### src/rtl/aor3000_pc_pkg.sv
// Shared types and helpers for the R3000 fetch-address sequencer.
package aor3000_pc_pkg;

    typedef enum logic [1:0] {
        RUN      = 2'd0,
        BR_PEND  = 2'd1,
        EXC_PEND = 2'd2
    } pc_state_e;

    localparam logic [31:0] DEFAULT_RESET_VECTOR = 32'hBFC00000;
    localparam int          MAX_ADDR_W           = 64;

    // Clears the low 'bits' address bits; callers narrow the result to their width.
    function automatic logic [MAX_ADDR_W-1:0] align_addr(input logic [MAX_ADDR_W-1:0] addr,
                                                         input int bits);
        logic [MAX_ADDR_W-1:0] mask;
        mask = '1;
        mask = mask << bits;
        return addr & mask;
    endfunction

endpackage

### src/rtl/aor3000_pc_trace_buf.sv
// Circular history of applied redirect targets; entry 0 on the read side is the newest.
module aor3000_pc_trace_buf #(
    parameter int ADDR_W = 32,
    parameter int DEPTH  = 8
) (
    input  logic                       clk,
    input  logic                       rst_n,
    input  logic                       push,
    input  logic [ADDR_W-1:0]          push_addr,
    input  logic [$clog2(DEPTH)-1:0]   rd_idx,
    output logic [ADDR_W-1:0]          rd_addr,
    output logic [$clog2(DEPTH):0]     count
);
    localparam int IDX_W = $clog2(DEPTH);

    logic [ADDR_W-1:0] mem [DEPTH];
    logic [IDX_W-1:0]  wr_ptr;
    logic [IDX_W-1:0]  rd_ptr;

    // Storage is deliberately left out of reset; only the count qualifies it.
    always_ff @(posedge clk) begin
        if (push) begin
            mem[wr_ptr] <= push_addr;
        end
    end

    always_ff @(posedge clk or negedge rst_n) begin
        if (!rst_n) begin
            wr_ptr <= '0;
            count  <= '0;
        end else if (push) begin
            wr_ptr <= wr_ptr + IDX_W'(1);
            if (count != (IDX_W+1)'(DEPTH)) begin
                count <= count + (IDX_W+1)'(1);
            end
        end
    end

    assign rd_ptr  = wr_ptr - IDX_W'(1) - rd_idx;
    assign rd_addr = ({1'b0, rd_idx} < count) ? mem[rd_ptr] : '0;

endmodule

### src/rtl/aor3000_pc_sequencer.sv
// Fetch PC / register-fetch PC sequencer with exception and branch redirect arbitration.
// Optional redirect trace buffer is built when AOR3000_PC_TRACE_EN is defined.
module aor3000_pc_sequencer
    import aor3000_pc_pkg::*;
#(
    parameter int          ADDR_W       = 32,
    parameter logic [31:0] RESET_VECTOR = DEFAULT_RESET_VECTOR,
    parameter int          PC_INC       = 4,
    parameter int          ALIGN_BITS   = 2,
    parameter int          TRACE_DEPTH  = 8
) (
    input  logic                             clk,
    input  logic                             rst_n,
    input  logic                             i_advance,
    input  logic                             i_branch_valid,
    input  logic [ADDR_W-1:0]                i_branch_target,
    input  logic                             i_exc_valid,
    input  logic [ADDR_W-1:0]                i_exc_vector,
    output logic [ADDR_W-1:0]                o_fetch_pc,
    output logic [ADDR_W-1:0]                o_rf_pc,
    output logic                             o_kill,
    output logic                             o_redirect_pending,
    output logic                             o_in_delay_slot,
    output logic                             o_branch_overrun,
    output logic                             o_misalign,
    input  logic [$clog2(TRACE_DEPTH)-1:0]   i_trace_idx,
    output logic [ADDR_W-1:0]                o_trace_addr,
    output logic [$clog2(TRACE_DEPTH):0]     o_trace_count
);
    localparam logic [ADDR_W-1:0] RST_PC = ADDR_W'(RESET_VECTOR);

    function automatic logic [ADDR_W-1:0] fit(input logic [ADDR_W-1:0] a);
        return ADDR_W'(align_addr(MAX_ADDR_W'(a), ALIGN_BITS));
    endfunction

    pc_state_e         state;
    logic [ADDR_W-1:0] pend_target;
    logic              take_exc;
    logic              take_br;
    logic [ADDR_W-1:0] new_target;
    logic              new_misalign;
    logic              redirect_now;
    logic [ADDR_W-1:0] redirect_target;

    // A branch arriving while an exception waits loses to it outright.
    assign take_exc        = i_exc_valid;
    assign take_br         = i_branch_valid && !i_exc_valid && (state != EXC_PEND);
    assign new_target      = i_exc_valid ? fit(i_exc_vector) : fit(i_branch_target);
    assign new_misalign    = i_exc_valid ? (fit(i_exc_vector) != i_exc_vector)
                                         : (take_br && (fit(i_branch_target) != i_branch_target));
    assign redirect_now    = take_exc || take_br || (state != RUN);
    assign redirect_target = (take_exc || take_br) ? new_target : pend_target;

    assign o_redirect_pending = (state != RUN);

    always_ff @(posedge clk or negedge rst_n) begin
        if (!rst_n) begin
            state            <= RUN;
            pend_target      <= '0;
            o_fetch_pc       <= RST_PC;
            o_rf_pc          <= '0;
            o_kill           <= 1'b0;
            o_in_delay_slot  <= 1'b0;
            o_branch_overrun <= 1'b0;
            o_misalign       <= 1'b0;
        end else begin
            o_kill           <= 1'b0;
            o_in_delay_slot  <= 1'b0;
            o_branch_overrun <= 1'b0;
            o_misalign       <= new_misalign;

            if (i_advance) begin
                if (redirect_now) begin
                    o_fetch_pc <= redirect_target;
                    o_rf_pc    <= redirect_target;
                end else begin
                    o_rf_pc    <= o_fetch_pc;
                    o_fetch_pc <= o_fetch_pc + ADDR_W'(PC_INC);
                end
            end

            if (take_exc) begin
                if (i_advance) begin
                    state  <= RUN;
                    o_kill <= 1'b1;
                end else begin
                    state       <= EXC_PEND;
                    pend_target <= new_target;
                end
            end else if (take_br) begin
                if (i_advance) begin
                    state           <= RUN;
                    o_kill          <= 1'b1;
                    o_in_delay_slot <= 1'b1;
                end else begin
                    o_branch_overrun <= (state == BR_PEND);
                    state            <= BR_PEND;
                    pend_target      <= new_target;
                end
            end else if (i_advance && (state != RUN)) begin
                // A latched branch's delay slot is already in flight, so only exceptions kill.
                o_kill          <= (state == EXC_PEND);
                o_in_delay_slot <= (state == BR_PEND);
                state           <= RUN;
            end
        end
    end

`ifdef AOR3000_PC_TRACE_EN
    aor3000_pc_trace_buf #(
        .ADDR_W (ADDR_W),
        .DEPTH  (TRACE_DEPTH)
    ) u_trace_buf (
        .clk       (clk),
        .rst_n     (rst_n),
        .push      (i_advance && redirect_now),
        .push_addr (redirect_target),
        .rd_idx    (i_trace_idx),
        .rd_addr   (o_trace_addr),
        .count     (o_trace_count)
    );
`else
    logic unused_trace_idx;
    assign unused_trace_idx = ^i_trace_idx;
    assign o_trace_addr     = '0;
    assign o_trace_count    = '0;
`endif

endmodule

### config.mk
export PLATFORM = sky130hd
export DESIGN_NAME = aor3000_pc_sequencer
export DESIGN_NICKNAME = d
export VERILOG_FILES = /design/src/rtl/aor3000_pc_pkg.sv /design/src/rtl/aor3000_pc_trace_buf.sv /design/src/rtl/aor3000_pc_sequencer.sv
export SDC_FILE = /design/constraint.sdc
export NUM_CORES = 1
export LEC_CHECK = 0
export ABC_AREA = 0
export BUFFER_PORTS_ARGS = -buffer_cell sky130_fd_sc_hd__buf_2
export CAP_MARGIN = 20
export CORE_MARGIN = 2
export CORE_UTILIZATION = 54
export CTS_BUF_LIST = sky130_fd_sc_hd__clkbuf_4 sky130_fd_sc_hd__clkbuf_8
export DETAILED_ROUTE_END_ITERATION = 10
export PLACE_DENSITY_LB_ADDON = 0.05
export SYNTH_ARGS = -nofsm -noshare
export SYNTH_HDL_FRONTEND = slang
export SYNTH_SLANG_ARGS = --single-unit
### constraint.sdc
create_clock -name clk -period 2.9 [get_ports clk]
set_clock_uncertainty 0.15 [all_clocks]
set_input_delay 0.87 -clock clk [delete_from_list [all_inputs] [get_ports clk]]
set_output_delay 0.87 -clock clk [all_outputs]
set_load 0.05 [all_outputs]
==> results.tsv <==
metric	value	unit
RSZ-0062 raised after global routing	no	
power per cell area	605	nW/um^2
share of cells above drive strength 1	0.247	
GRT met3 Usage	0.0309	
Hold Fails Final Rpt	0	
gpl congestion	0.854	
PostCTS Resize Cnt	0	
setup bufs post-CTS	0	
maximum vdd drop	0.283	mV
TritonCTS clock tree	done	
Reg power frac	0.420	
I/O Buffers	133	
Clock H-tree levels	3	
cell internal pwr	2.39	mW
top-area cell type share of the netlist area	0.374	
GRT met2 Usage	0.447	
Clk pwr share	0.231	
crit-path leading delay family	simple AND/OR/NAND/NOR gates	
NetSw	1.74	mW
max incr delay on CP	740	ps
Bufs on Longest Clock Path	2	
Post-synth EDFFs	0	
worst path bufs/invs	0	
Layout area overhead	17.0	%
crit path DAT	2640	ps
register area	2410	um^2
via count	5738	
Post-route DRC	0	
global route hottest layer	met1	
Logic pwr share	0.349	
final core occ	0.655	
Async S/R FF share, synth	1.00	
largest fanout on the critical path	9	
slew of the pin with the lowest slew margin	690	ps
main flop type after synthesis	dfrtp_1	
# IOs	177	
post-detailed-route count of antenna-violating nets	0	
Die H	108	um
root buf cell	clkbuf_8	
post-DR wirelength/cell	17.9	um
first-pass GRT wire length	27200	um
largest net degree at the start of global routing	84	
DP HPWL	12000	um
slew margin rel.	0.536	
final wirelength	17100	um
Initial Util	0.559	
Critical Path RT	3030	ps
area of the multi-input gates	3020	um^2
Final min period	2510	ps
cell taking the most area after synthesis	dfrtp_1	
vias per inst	6.02	
Die W	108	um
Worst Hold Class	reg2reg	
Worst Setup End Kind	flip-flop	
fmax	398	MHz
GRT Overall Usage	0.299	
Setup crit start kind	flip-flop	
Slew Limit Fails	0	
cells after synthesis	698	
Lkg Pwr	3.09	nW
CTS Buf Count	9	
post-synthesis instance area	5830	um^2
fin crit share	0.866	
Ant. Diodes	0	
Net Sw Frac	0.421	
die area	11600	um^2
status	completed	
clock slew at reported path FFs	100	ps
crit path cell chain	nand4_2 > or4_1 > nor4_4 > mux2_1 > o211ai_1	
vias in the first global route	5180	
top cells by area, synth	dfrtp_1 (37%), o21ai_0 (7.8%), mux2i_1 (5.3%), nand2_1 (5.3%), buf_4 (5.2%)	
Seq/Total Area, Yosys	0.414	
total negative slack	0	ps
syn_area_per_cell	8.35	um^2
Rows	37	
initial antenna violation count	0	
filler instances	919	
Iter 0 DRT Violations	434	
worst skew pair latency	370	ps
First-pass DRT Iterations	5	
Syn. warnings	0	
Setup-failing EPs final	0	
Nets	885	
# hold bufs at CTS	0	
flop and latch count out of synthesis	96	
Crit-path slowest cell	or4_1	
Setup CP Type	reg2reg	
M1 GR Usage	0.463	
synth unique cells	55	
core area	10400	um^2
gr ovfl total	0	
CTS Sinks	96	
Max-cap violations	0	
## area by class of cell
| class | instances | area share |
|---|---|---|
| multi-input cells | 536 | 0.443 |
| flip-flops and latches | 96 | 0.354 |
| repair buffers | 164 | 0.144 |
| well taps | 136 | 0.0250 |
| clock buffers | 13 | 0.0244 |
| clock inverters | 3 | 0.00624 |
| inverters | 5 | 0.00275 |
## layer usage
layer / vias to the layer above / wire (um)
met5: - / 0
met4: 0 / 214
met3: 17 / 1320
met2: 295 / 7640
met1: 2737 / 7880
li1: 2689 / -
## through the flow
stage	instances	worst slack, ps	area [um^2]	hold WS [ps]	power, mW
2_1_floorplan	737	290	5970	294	2.78
5_1_grt	953	305	6820	349	4.30
3_5_place_dp	937	124	6610	312	3.18
6_report	953	388	6820	332	4.13
4_1_cts	953	413	6820	335	4.12
3_3_place_gp	936	127	6580	305	3.14
## worst reg2reg max path, delay by kind of cell (launching register included)
kind / cells / cell delay [ps]
flip-flops: 1 / 530
AO/OA/AOI/OAI: 1 / 110
multiplexers: 1 / 350
AND/OR/NAND/NOR: 3 / 1290
## cells in the mapped netlist (all sizes together) (6+ instances only)
master	count
or3	8
nor3	20
o21a	6
nand2	82
nor2	39
o211ai	20
clkbuf	46
buf	54
dfrtp	87
a21oi	39
mux2i	31
a31oi	20
dfstp	9
nor4	8
o21ai	92
nand3	48
and3	9
nand4	9
## cells by family (layout without fill, tap and decap cells)
kind of cell | Yosys count | in the layout | share of synthesized area
other | 1 | 40 | 0.000644
multiplexers | 36 | 36 | 0.0629
AO/OA/AOI/OAI | 214 | 214 | 0.222
buffers and inverters | 105 | 185 | 0.0953
AND/OR/NAND/NOR | 245 | 245 | 0.203
adder cells (fa/ha/maj) | 1 | 1 | 0.00215
flip-flops | 96 | 96 | 0.414
## layout by cell type, fill, tap and decap left out, drive strengths merged, types with 5 or more instances in the layout
| master | Yosys | routed |
|---|---|---|
| a211oi | 5 | 5 |
| a21oi | 39 | 39 |
| a31oi | 20 | 20 |
| and3 | 9 | 9 |
| buf | 54 | 164 |
| clkbuf | 46 | 13 |
| conb | 1 | 40 |
| dfrtp | 87 | 87 |
| dfstp | 9 | 9 |
| inv | 5 | 5 |
| mux2 | 5 | 5 |
| mux2i | 31 | 31 |
| nand2 | 82 | 82 |
| nand2b | 5 | 5 |
| nand3 | 48 | 48 |
| nand4 | 9 | 9 |
| nor2 | 39 | 39 |
| nor3 | 20 | 20 |
| nor4 | 8 | 8 |
| o211ai | 20 | 20 |
| o21a | 6 | 6 |
| o21ai | 92 | 92 |
| or3 | 8 | 8 |
## worst paths after layout
| path | startpoint | endpoint | slack [ps] | cells past startpoint |
|---|---|---|---|---|
| max | o_fetch_pc[11]$_DFFE_PN0P_ | o_fetch_pc[27]$_DFFE_PN1P_ | 390 | 5 |
| min | o_rf_pc[23]$_DFFE_PN0P_ | o_rf_pc[23]$_DFFE_PN0P_ | 330 | 1 |
| max reg2reg | o_fetch_pc[11]$_DFFE_PN0P_ | o_fetch_pc[27]$_DFFE_PN1P_ | 390 | 5 |
| min reg2reg | o_rf_pc[23]$_DFFE_PN0P_ | o_rf_pc[23]$_DFFE_PN0P_ | 330 | 1 |
| max in group asynchronous | rst_n | pend_target[7]$_DFFE_PN0P_ | 1550 | 2 |
| min in group asynchronous | rst_n | o_rf_pc[24]$_DFFE_PN0P_ | 380 | 1 |
## flip-flops by register name, indices dropped and copies added (netlist names)
register	flops
o_kill	1
o_rf_pc	30
state	2
o_branch_overrun	1
pend_target	30
o_in_delay_slot	1
o_misalign	1
o_fetch_pc	30
## power groups by stage
stage / Sequential [mW] / Combinational [mW] / Clock (mW)
2_1_floorplan: 2.17 / 0.616 / 0
3_3_place_gp: 1.74 / 1.40 / 0
3_5_place_dp: 1.75 / 1.43 / 0
4_1_cts: 1.72 / 1.44 / 0.959
5_1_grt: 1.76 / 1.54 / 0.999
6_report: 1.73 / 1.44 / 0.953
Power figures use the tool's default switching activity.
